===== src/rtl/master_seq_pkg.sv =====
// master_seq_pkg: shared FSM state type and default parameter values for master_sequencer.
//   Contents: state_t (IDLE, START, WAIT, CHECK, DONE) and DEF_* parameter defaults.
package master_seq_pkg;
   typedef enum logic [2:0] {IDLE, START, WAIT, CHECK, DONE} state_t;
   localparam int DEF_NUM_SLAVES = 30;
   localparam int DEF_NUM_SECTS  = 16;
   localparam int DEF_RES_W      = 9;
   localparam int DEF_CORNER_W   = 36;
   localparam int DEF_TIMEOUT    = 1024;
endpackage


===== src/rtl/master_sequencer_sect_counter.sv =====
// sect_counter: section number up-counter with synchronous clear/enable and terminal-count flag.
//   clk, rst : clock and synchronous active-high reset
//   clr      : force count to 0 (wins over en)
//   en       : increment count
//   q        : current section number
//   tc       : high when q == NUM_SECTS-1
module sect_counter import master_seq_pkg::*; #(
   parameter int NUM_SECTS = DEF_NUM_SECTS,
   parameter int SECT_W    = $clog2(NUM_SECTS)
) (
   input  logic              clk,
   input  logic              rst,
   input  logic              clr,
   input  logic              en,
   output logic [SECT_W-1:0] q,
   output logic              tc
);
   assign tc = q == SECT_W'(NUM_SECTS - 1);
   always_ff @(posedge clk) begin
      if (rst || clr) q <= '0;
      else if (en) q <= q + 1'b1;
   end
endmodule


===== src/rtl/master_sequencer.sv =====
// master_sequencer: walks one rasterisation job through every section of a frame.
//   clk, rst        : clock, synchronous active-high reset
//   res, corner     : job data, latched into res_q/corner_q on accept
//   new_input       : job request, accepted only in IDLE without abort
//   abort           : cancel current frame, returns to IDLE
//   slave_mask      : participating slaves, latched on accept
//   ready           : per-slave section-done flags
//   start           : one-cycle pulse at the beginning of each section
//   sectnum         : current section number
//   busy            : high in every state except IDLE
//   frame_done      : one-cycle pulse after the last section
//   timeout_err     : sticky watchdog flag, cleared on accept
//   input_dropped   : registered pulse for a request that could not be accepted
module master_sequencer import master_seq_pkg::*; #(
   parameter  int NUM_SLAVES = DEF_NUM_SLAVES,
   parameter  int NUM_SECTS  = DEF_NUM_SECTS,
   parameter  int RES_W      = DEF_RES_W,
   parameter  int CORNER_W   = DEF_CORNER_W,
   parameter  int TIMEOUT    = DEF_TIMEOUT,
   localparam int SECT_W     = $clog2(NUM_SECTS)
) (
   input  logic                  clk,
   input  logic                  rst,
   input  logic [RES_W-1:0]      res,
   input  logic [CORNER_W-1:0]   corner,
   input  logic                  new_input,
   input  logic                  abort,
   input  logic [NUM_SLAVES-1:0] slave_mask,
   input  logic [NUM_SLAVES-1:0] ready,
   output logic                  start,
   output logic [SECT_W-1:0]     sectnum,
   output logic [RES_W-1:0]      res_q,
   output logic [CORNER_W-1:0]   corner_q,
   output logic                  busy,
   output logic                  frame_done,
   output logic                  timeout_err,
   output logic                  input_dropped
);
   // Wide enough to hold TIMEOUT; saturates so a disabled watchdog never wraps into the guard value.
   localparam int WD_W = $clog2(TIMEOUT + 2);
   state_t                  state, state_n;
   logic [NUM_SLAVES-1:0]   mask_q;
   logic [WD_W-1:0]         wd;
   logic                    accept, cnt_clr, cnt_en, tc, guard, hit, expire, fire;
   // wd == 0 marks the first WAIT cycle, where stale ready flags are ignored.
   assign guard  = wd == '0;
   assign hit    = !guard && &(ready | ~mask_q);
   assign expire = TIMEOUT != 0 && wd == WD_W'(TIMEOUT);
   assign start      = state == START;
   assign busy       = state != IDLE;
   assign frame_done = state == DONE;
   sect_counter #(.NUM_SECTS(NUM_SECTS), .SECT_W(SECT_W)) u_sect (
      .clk(clk), .rst(rst), .clr(cnt_clr), .en(cnt_en), .q(sectnum), .tc(tc)
   );
   always_ff @(posedge clk) begin
      if (rst) state <= IDLE;
      else state <= state_n;
   end
   always_comb begin
      state_n = state;
      accept  = 1'b0;
      cnt_clr = 1'b0;
      cnt_en  = 1'b0;
      fire    = 1'b0;
      if (state != IDLE && abort) begin
         state_n = IDLE;
         cnt_clr = 1'b1;
      end else begin
         case (state)
            IDLE: if (new_input && !abort) begin
               accept  = 1'b1;
               cnt_clr = 1'b1;
               state_n = START;
            end
            START: state_n = WAIT;
            WAIT: begin
               state_n = hit ? CHECK : expire ? IDLE : WAIT;
               fire    = !hit && expire;
            end
            CHECK: begin
               state_n = tc ? DONE : START;
               cnt_clr = tc;
               cnt_en  = !tc;
            end
            DONE: state_n = IDLE;
            default: state_n = IDLE;
         endcase
      end
   end
   always_ff @(posedge clk) begin
      if (rst) begin
         res_q         <= '0;
         corner_q      <= '0;
         mask_q        <= '0;
         wd            <= '0;
         timeout_err   <= 1'b0;
         input_dropped <= 1'b0;
      end else begin
         input_dropped <= new_input && (state != IDLE || abort);
         wd            <= state != WAIT ? '0 : &wd ? wd : wd + 1'b1;
         if (accept) begin
            res_q       <= res;
            corner_q    <= corner;
            mask_q      <= slave_mask;
            timeout_err <= 1'b0;
         end else if (fire) begin
            timeout_err <= 1'b1;
         end
      end
   end
endmodule


===== config.mk =====
export PLATFORM = sky130hd
export DESIGN_NAME = master_sequencer
export DESIGN_NICKNAME = d
export VERILOG_FILES = /design/src/rtl/master_seq_pkg.sv /design/src/rtl/master_sequencer_sect_counter.sv /design/src/rtl/master_sequencer.sv
export SDC_FILE = /design/constraint.sdc
export NUM_CORES = 1
export LEC_CHECK = 0
export ABC_AREA = 1
export CAP_MARGIN = 5
export CORE_UTILIZATION = 55
export CTS_CLUSTER_SIZE = 20
export DETAILED_ROUTE_END_ITERATION = 12
export DONT_BUFFER_PORTS = 1
export PLACE_DENSITY = 0.79
export SLEW_MARGIN = 20
export SYNTH_ARGS = -nofsm -noshare
export SYNTH_HDL_FRONTEND = slang
export SYNTH_SLANG_ARGS = --single-unit

===== constraint.sdc =====
create_clock -name clk -period 2 [get_ports clk]
set_input_delay 0.5 -clock clk [delete_from_list [all_inputs] [get_ports clk]]
set_output_delay 0.5 -clock clk [all_outputs]
set_load 0.02 [all_outputs]

* Word-level counts from Yosys, hierarchy flattened
Index checks and enable logic that the tools add are counted.
** Operators by class
- Reduce and logical (&&, ||, !) cells :: 19
- Add/sub/neg operators :: 2
- Multiplexer cells :: 14
- Bitwise logic cells :: 2
- Equal/unequal tests :: 8
** Operators with widths (number)
- $not A30 Y30 :: 1
- $or A30 B30 Y30 :: 1
- $reduce_and A30 Y1 :: 1
- $pmux W3 S4 :: 1
- $add A11 B1 Y11 const B :: 1
- $eq A11 B11 Y1 const B :: 1
- $logic_not A11 Y1 :: 1
- $reduce_and A11 Y1 :: 1
- $mux W1 :: 8
- $eq A3 B2 Y1 const B :: 2
- $mux W3 :: 2
- $reduce_or A2 Y1 :: 3
- $logic_and A1 B1 Y1 :: 5
- $add A4 B1 Y4 const B :: 1
- $eq A4 B4 Y1 const B :: 1
- $logic_not A1 Y1 :: 4
- $mux W2 :: 2
- $eq A3 B1 Y1 const B :: 1
- $eq A3 B3 Y1 const B :: 1
- $logic_not A3 Y1 :: 1
- $ne A3 B2 Y1 const B :: 1
- $reduce_bool A3 Y1 :: 1
- $logic_or A1 B1 Y1 :: 2
- $ne A2 B2 Y1 const B :: 1
- $pmux W1 S2 :: 1
** Word-level totals
- Register bits :: 95
- Output and inout bits :: 54
- Bits of input ports :: 109

* Depth between registers and ports, before layout
- Word-level depth :: 8
- Mapped depth :: 10
- Depth with buffers taken out :: 10

* Cells and area by module
Synthesis repeated with hierarchy kept, for this count alone.
** Unflattened totals
- Cell total of the unflattened synthesis :: 557
- Area, all modules :: 3998.8 µm²
** Modules (own cells, without submodules)
- master_sequencer :: instances 1, cells an instance 533, area each 3822.4 µm², sequential area each 1821.7 µm²
- sect_counter :: instances 1, cells an instance 24, area each 176.4 µm², sequential area each 80.1 µm²

* Least setup slack after synthesis
Ideal clock, no wire load.
- Path type :: register -> output
- Start point :: reg state[0]
- End point :: out start
- Arrival time :: 998 ps
- Path buffers :: 0
- Cell stages (with the launch flop) :: 3
- Slack :: 502 ps
- Required time :: 1500 ps
- Cell sequence :: dfxtp_1 -> inv_1 -> nor3_1
** On the way
- Cells in the longest elaborated chain, start to end :: 1
** Ends and longest elaborated chain
- start: declaration :: RTL line master_sequencer.sv:41 : state_t state, state_n;
- start signal: assignment :: RTL line master_sequencer.sv:57 : else state <= state_n;
- $eq A3 B1 Y1 :: RTL line master_sequencer.sv:49 : assign start = state == START;
- end: declaration :: RTL line master_sequencer.sv:30 : output logic start,
No other way between the ends.

* Worst setup path after layout
- Start point :: reg state[2]
- End point :: out frame_done
** On the way
- Cells in the longest elaborated chain, start to end :: 1
** Ends and longest elaborated chain
- $eq A3 B3 Y1 :: RTL line master_sequencer.sv:51 : assign frame_done = state == DONE;
- end: declaration :: RTL line master_sequencer.sv:35 : output logic frame_done,
No other way between the ends.

==> results.sh <==
export IMPL_postCtsSetupRepairBufs=0
export IMPL_async_flop_share_pct=0
export IMPL_rsz0062_at_grt="no"
export IMPL_ir_drop_mv=0.599
export IMPL_syn_area_mm2=0.00395
export IMPL_p_int_w=0.00290
export IMPL_holdBufCountCts=0
export IMPL_p_sw_w=0.00134
export IMPL_finalMaxSlewViolations=0
export IMPL_period_share_pct=88.2
export IMPL_fin_crit_ns=1.76
export IMPL_grt_pass1_wl_mm=13.1
export IMPL_worst_setup_path_start_kind="flop"
export IMPL_max_cap_violations=0
export IMPL_p_seq_share_pct=55.4
export IMPL_drive_gt1_share_pct=7.66
export IMPL_numCtsBuffers=9
export IMPL_synth_edf_count=0
export IMPL_crit_chain="inv_1 -> nor3_1 -> buf_4"
export IMPL_die_area_mm2=0.00752
export IMPL_finalSetupTns_ns=0
export IMPL_max_stage_delay_ns=0.44
export IMPL_yosys_top_cells_area="dfxtp_1, nor2_1, o21ai_0"
export IMPL_grt_max_degree=51
export IMPL_cts_tree="yes"
export IMPL_ys_seq_area_share_pct=48.2
export IMPL_root_buffer="clkbuf_8"
export IMPL_route_detailed_drc=0
export IMPL_sw_frac_of_total_pct=31.6
export IMPL_fillers=644
export IMPL_rr_startpoint="u_sect.q[0]$_SDFFE_PP0P_"
export IMPL_cp_required_ns=1.50
export IMPL_routed_via_density=5.21
export IMPL_hp_class="input pin to flop"
export IMPL_p_leak_nw=1.79
export IMPL_multiInputGateArea_mm2=0.00169
export IMPL_grt_pass1_vias=3134
export IMPL_ys_warn_count=0
export IMPL_worst_slew_pin_slew_ns=0.415
export IMPL_syn2layout_area_growth_pct=6.88
export IMPL_grt_most_used_layer="met2"
export IMPL_setup_violations=0
export IMPL_crit_buf_inv=2
export IMPL_post_route_util_pct=61.4
export IMPL_status="complete, no violations"
export IMPL_track_usage_pct=22.3
export IMPL_die_y_um=86.7
export IMPL_cts_sinks=95
export IMPL_syn_num_nets=661
export IMPL_grt_util_met2_pct=40.3
export IMPL_synth_ff_type="dfxtp_1"
export IMPL_hold_path_end="mask_q[3]$_SDFFE_PP0P_"
export IMPL_dieWidth_um=86.7
export IMPL_core_area_mm2=0.00687
export IMPL_critPathSlowestCell="dfxtp_1"
export IMPL_min_from="slave_mask[3]"
export IMPL_start_util_pct=57.5
export IMPL_finalWirelength_mm=8.39
export IMPL_min_path_cells=2
export IMPL_gp_congestion=0.888
export IMPL_power_frac_clock_pct=29.4
export IMPL_final_nets=656
export IMPL_grt_overflow=0
export IMPL_postRouteAntennaNets=0
export IMPL_antenna_found_initial=0
export IMPL_slew_headroom_pct=72.3
export IMPL_cp_max_fo=4
export IMPL_ctsResizeCount=0
export IMPL_synth_ff_latch_count=95
export IMPL_use_met1_pct=24.3
export IMPL_num_antenna_cells=0
export IMPL_synth_most_common_cell="nor2_1"
export IMPL_synth_top_area_share_pct=48.2
export IMPL_htreeDepth=3
export IMPL_cp_top_family="flip-flops"
export IMPL_worst_setup_path_type="flop to primary output"
export IMPL_syn_instance_count=549
export IMPL_vias=3353
export IMPL_drt_pass1_iterations=4
export IMPL_hpwlAfterDp_mm=6.10
export IMPL_syn_mean_instance_area_um2=7.19
export IMPL_r2r_setup_slack_ns=0.37
export IMPL_grtUsageMet3_pct=6.38
export IMPL_port_buffers=0
export IMPL_yosys_top_cells_count="nor2_1, dfxtp_1, o21ai_0"
export IMPL_yosysTopAreaCell="dfxtp_1"
export IMPL_ios=163
export IMPL_clkSlewWorstSetupHoldPaths_ns=0.10
export IMPL_wire_per_inst_um=13.0
export IMPL_power_density_mw_per_mm2=1000
export IMPL_reg2reg_depth=7
export IMPL_drtIter0Drc=123
export IMPL_rows=30
export IMPL_worstPathArrival_ns=1.26
export IMPL_timing_rr_end="u_sect.q[3]$_SDFFE_PP0P_"
export IMPL_yosysUniqueCellTypes=32
export IMPL_max_freq_ghz=0.567
export IMPL_critPathCaptureType="primary output"
export IMPL_seq_area_mm2=0.00190
export IMPL_comb_power_share_pct=15.3
export IMPL_clock_latency_ns=0.35
export IMPL_final_hold_viol_count=0
export IMPL_finClkSkew_ns=0.0104
export IMPL_clk_path_buf_depth=2
-- metal layers --
layer	vias up	share of wire [%]
met4	0	1.8
li1	1709	-
met2	129	50
met1	1500	41
met5	-	0
met3	15	7.6
-- power by group through the flow --
stage | Combinational [W] | Clock [W] | Sequential, W
finish | 0.000647 | 0.00124 | 0.00235
global route | 0.000754 | 0.00135 | 0.00237
CTS | 0.000652 | 0.00128 | 0.00235
detailed placement | 0.000652 | 0 | 0.00239
global placement | 0.000630 | 0 | 0.00239
floorplan | 0.000545 | 0 | 0.00236
-- kinds of logic (layout without fill, tap and decap cells) --
family                     count (synthesis)  in the layout  share of synthesized area, %
buffers and inverters                     86             85                          9.03
DFF                                       95             95                          48.2
adders and majority gates                  3              3                         0.951
xor gates and xnor gates                   3              3                         0.666
AOI/OAI and AO/OA                        106            106                          13.7
and+or+nand+nor                          256            256                          27.5
-- layout make-up --
type                    count  area share, %
repair buffers              7           1.84
clock buffers               9           2.94
clock inverters             6           1.63
inverters                  63           5.63
flip-flops and latches     95           45.1
multi-input cells         368           40.0
well taps                  96           2.85
-- cell usage in the layout, fill, tap and decap left out --
cell        synthesis  final
nand2_2             3      3
ha_1                3      3
xor2_1              2      2
nor3_2              2      2
inv_6               0      2
clkinvlp_4          0      1
nand2_1            57     57
nor2_2              2      2
xnor2_1             1      1
nor3_1              6      6
a21oi_1            13     13
nor3_4              1      1
nand3_2             2      2
clkbuf_8            0      9
inv_2               4      4
nand4_1             6      6
bufinv_16           0      1
o21ai_1            14     14
inv_1              58     58
dfxtp_1            95     95
a21oi_2             1      1
clkinv_4            0      1
o211ai_1            2      2
or2_0               1      1
a31oi_1             1      1
nand3_1             8      8
nor2_4              2      2
nor2_1            162    162
o21ai_0            75     75
nor3b_1             2      2
buf_4               6      5
nand4_2             1      1
clkinv_2            1      2
nand2_4             1      1
buf_12              0      2
-- registers in the layout (all words and copies together) (netlist names) --
register and count:
res_q 9, input_dropped 1, wd 11, mask_q 30, corner_q 36, u_sect.q 4
timeout_err 1, state 3
-- metrics by stage --
step                power, W  area, µm²  hold slack, ns  worst slack (ns)  cells
global route         0.00448       4220           0.290             0.188    644
global placement     0.00302       4030           0.435             0.441    629
CTS                  0.00428       4220           0.285             0.210    644
detailed placement   0.00305       4030           0.445             0.383    629
floorplan            0.00290       3950           0.425             0.502    549
finish               0.00424       4220           0.301             0.236    644
-- worst register-to-register path, stage by stage, from the launching register on --
cell     delay [ns]
dfxtp_1        0.51
ha_1           0.20
inv_1          0.06
nor3_1         0.28
nor2_1         0.12
nand2_2        0.14
o21ai_1        0.08
nor3b_1        0.13
-- worst max-delay path by stage --
stage	startpoint	end	cells past startpoint
after floorplan	state[0]$_SDFFE_PP0P_	start	2
after global placement	wd[0]$_SDFFE_PP0N_	wd[0]$_SDFFE_PP0N_	8
after detailed placement	wd[0]$_SDFFE_PP0N_	wd[0]$_SDFFE_PP0N_	8
after CTS	state[2]$_SDFFE_PP0P_	frame_done	3
after global routing	state[2]$_SDFFE_PP0P_	frame_done	3
final	state[2]$_SDFFE_PP0P_	frame_done	3
Power figures use the tool's default switching activity.
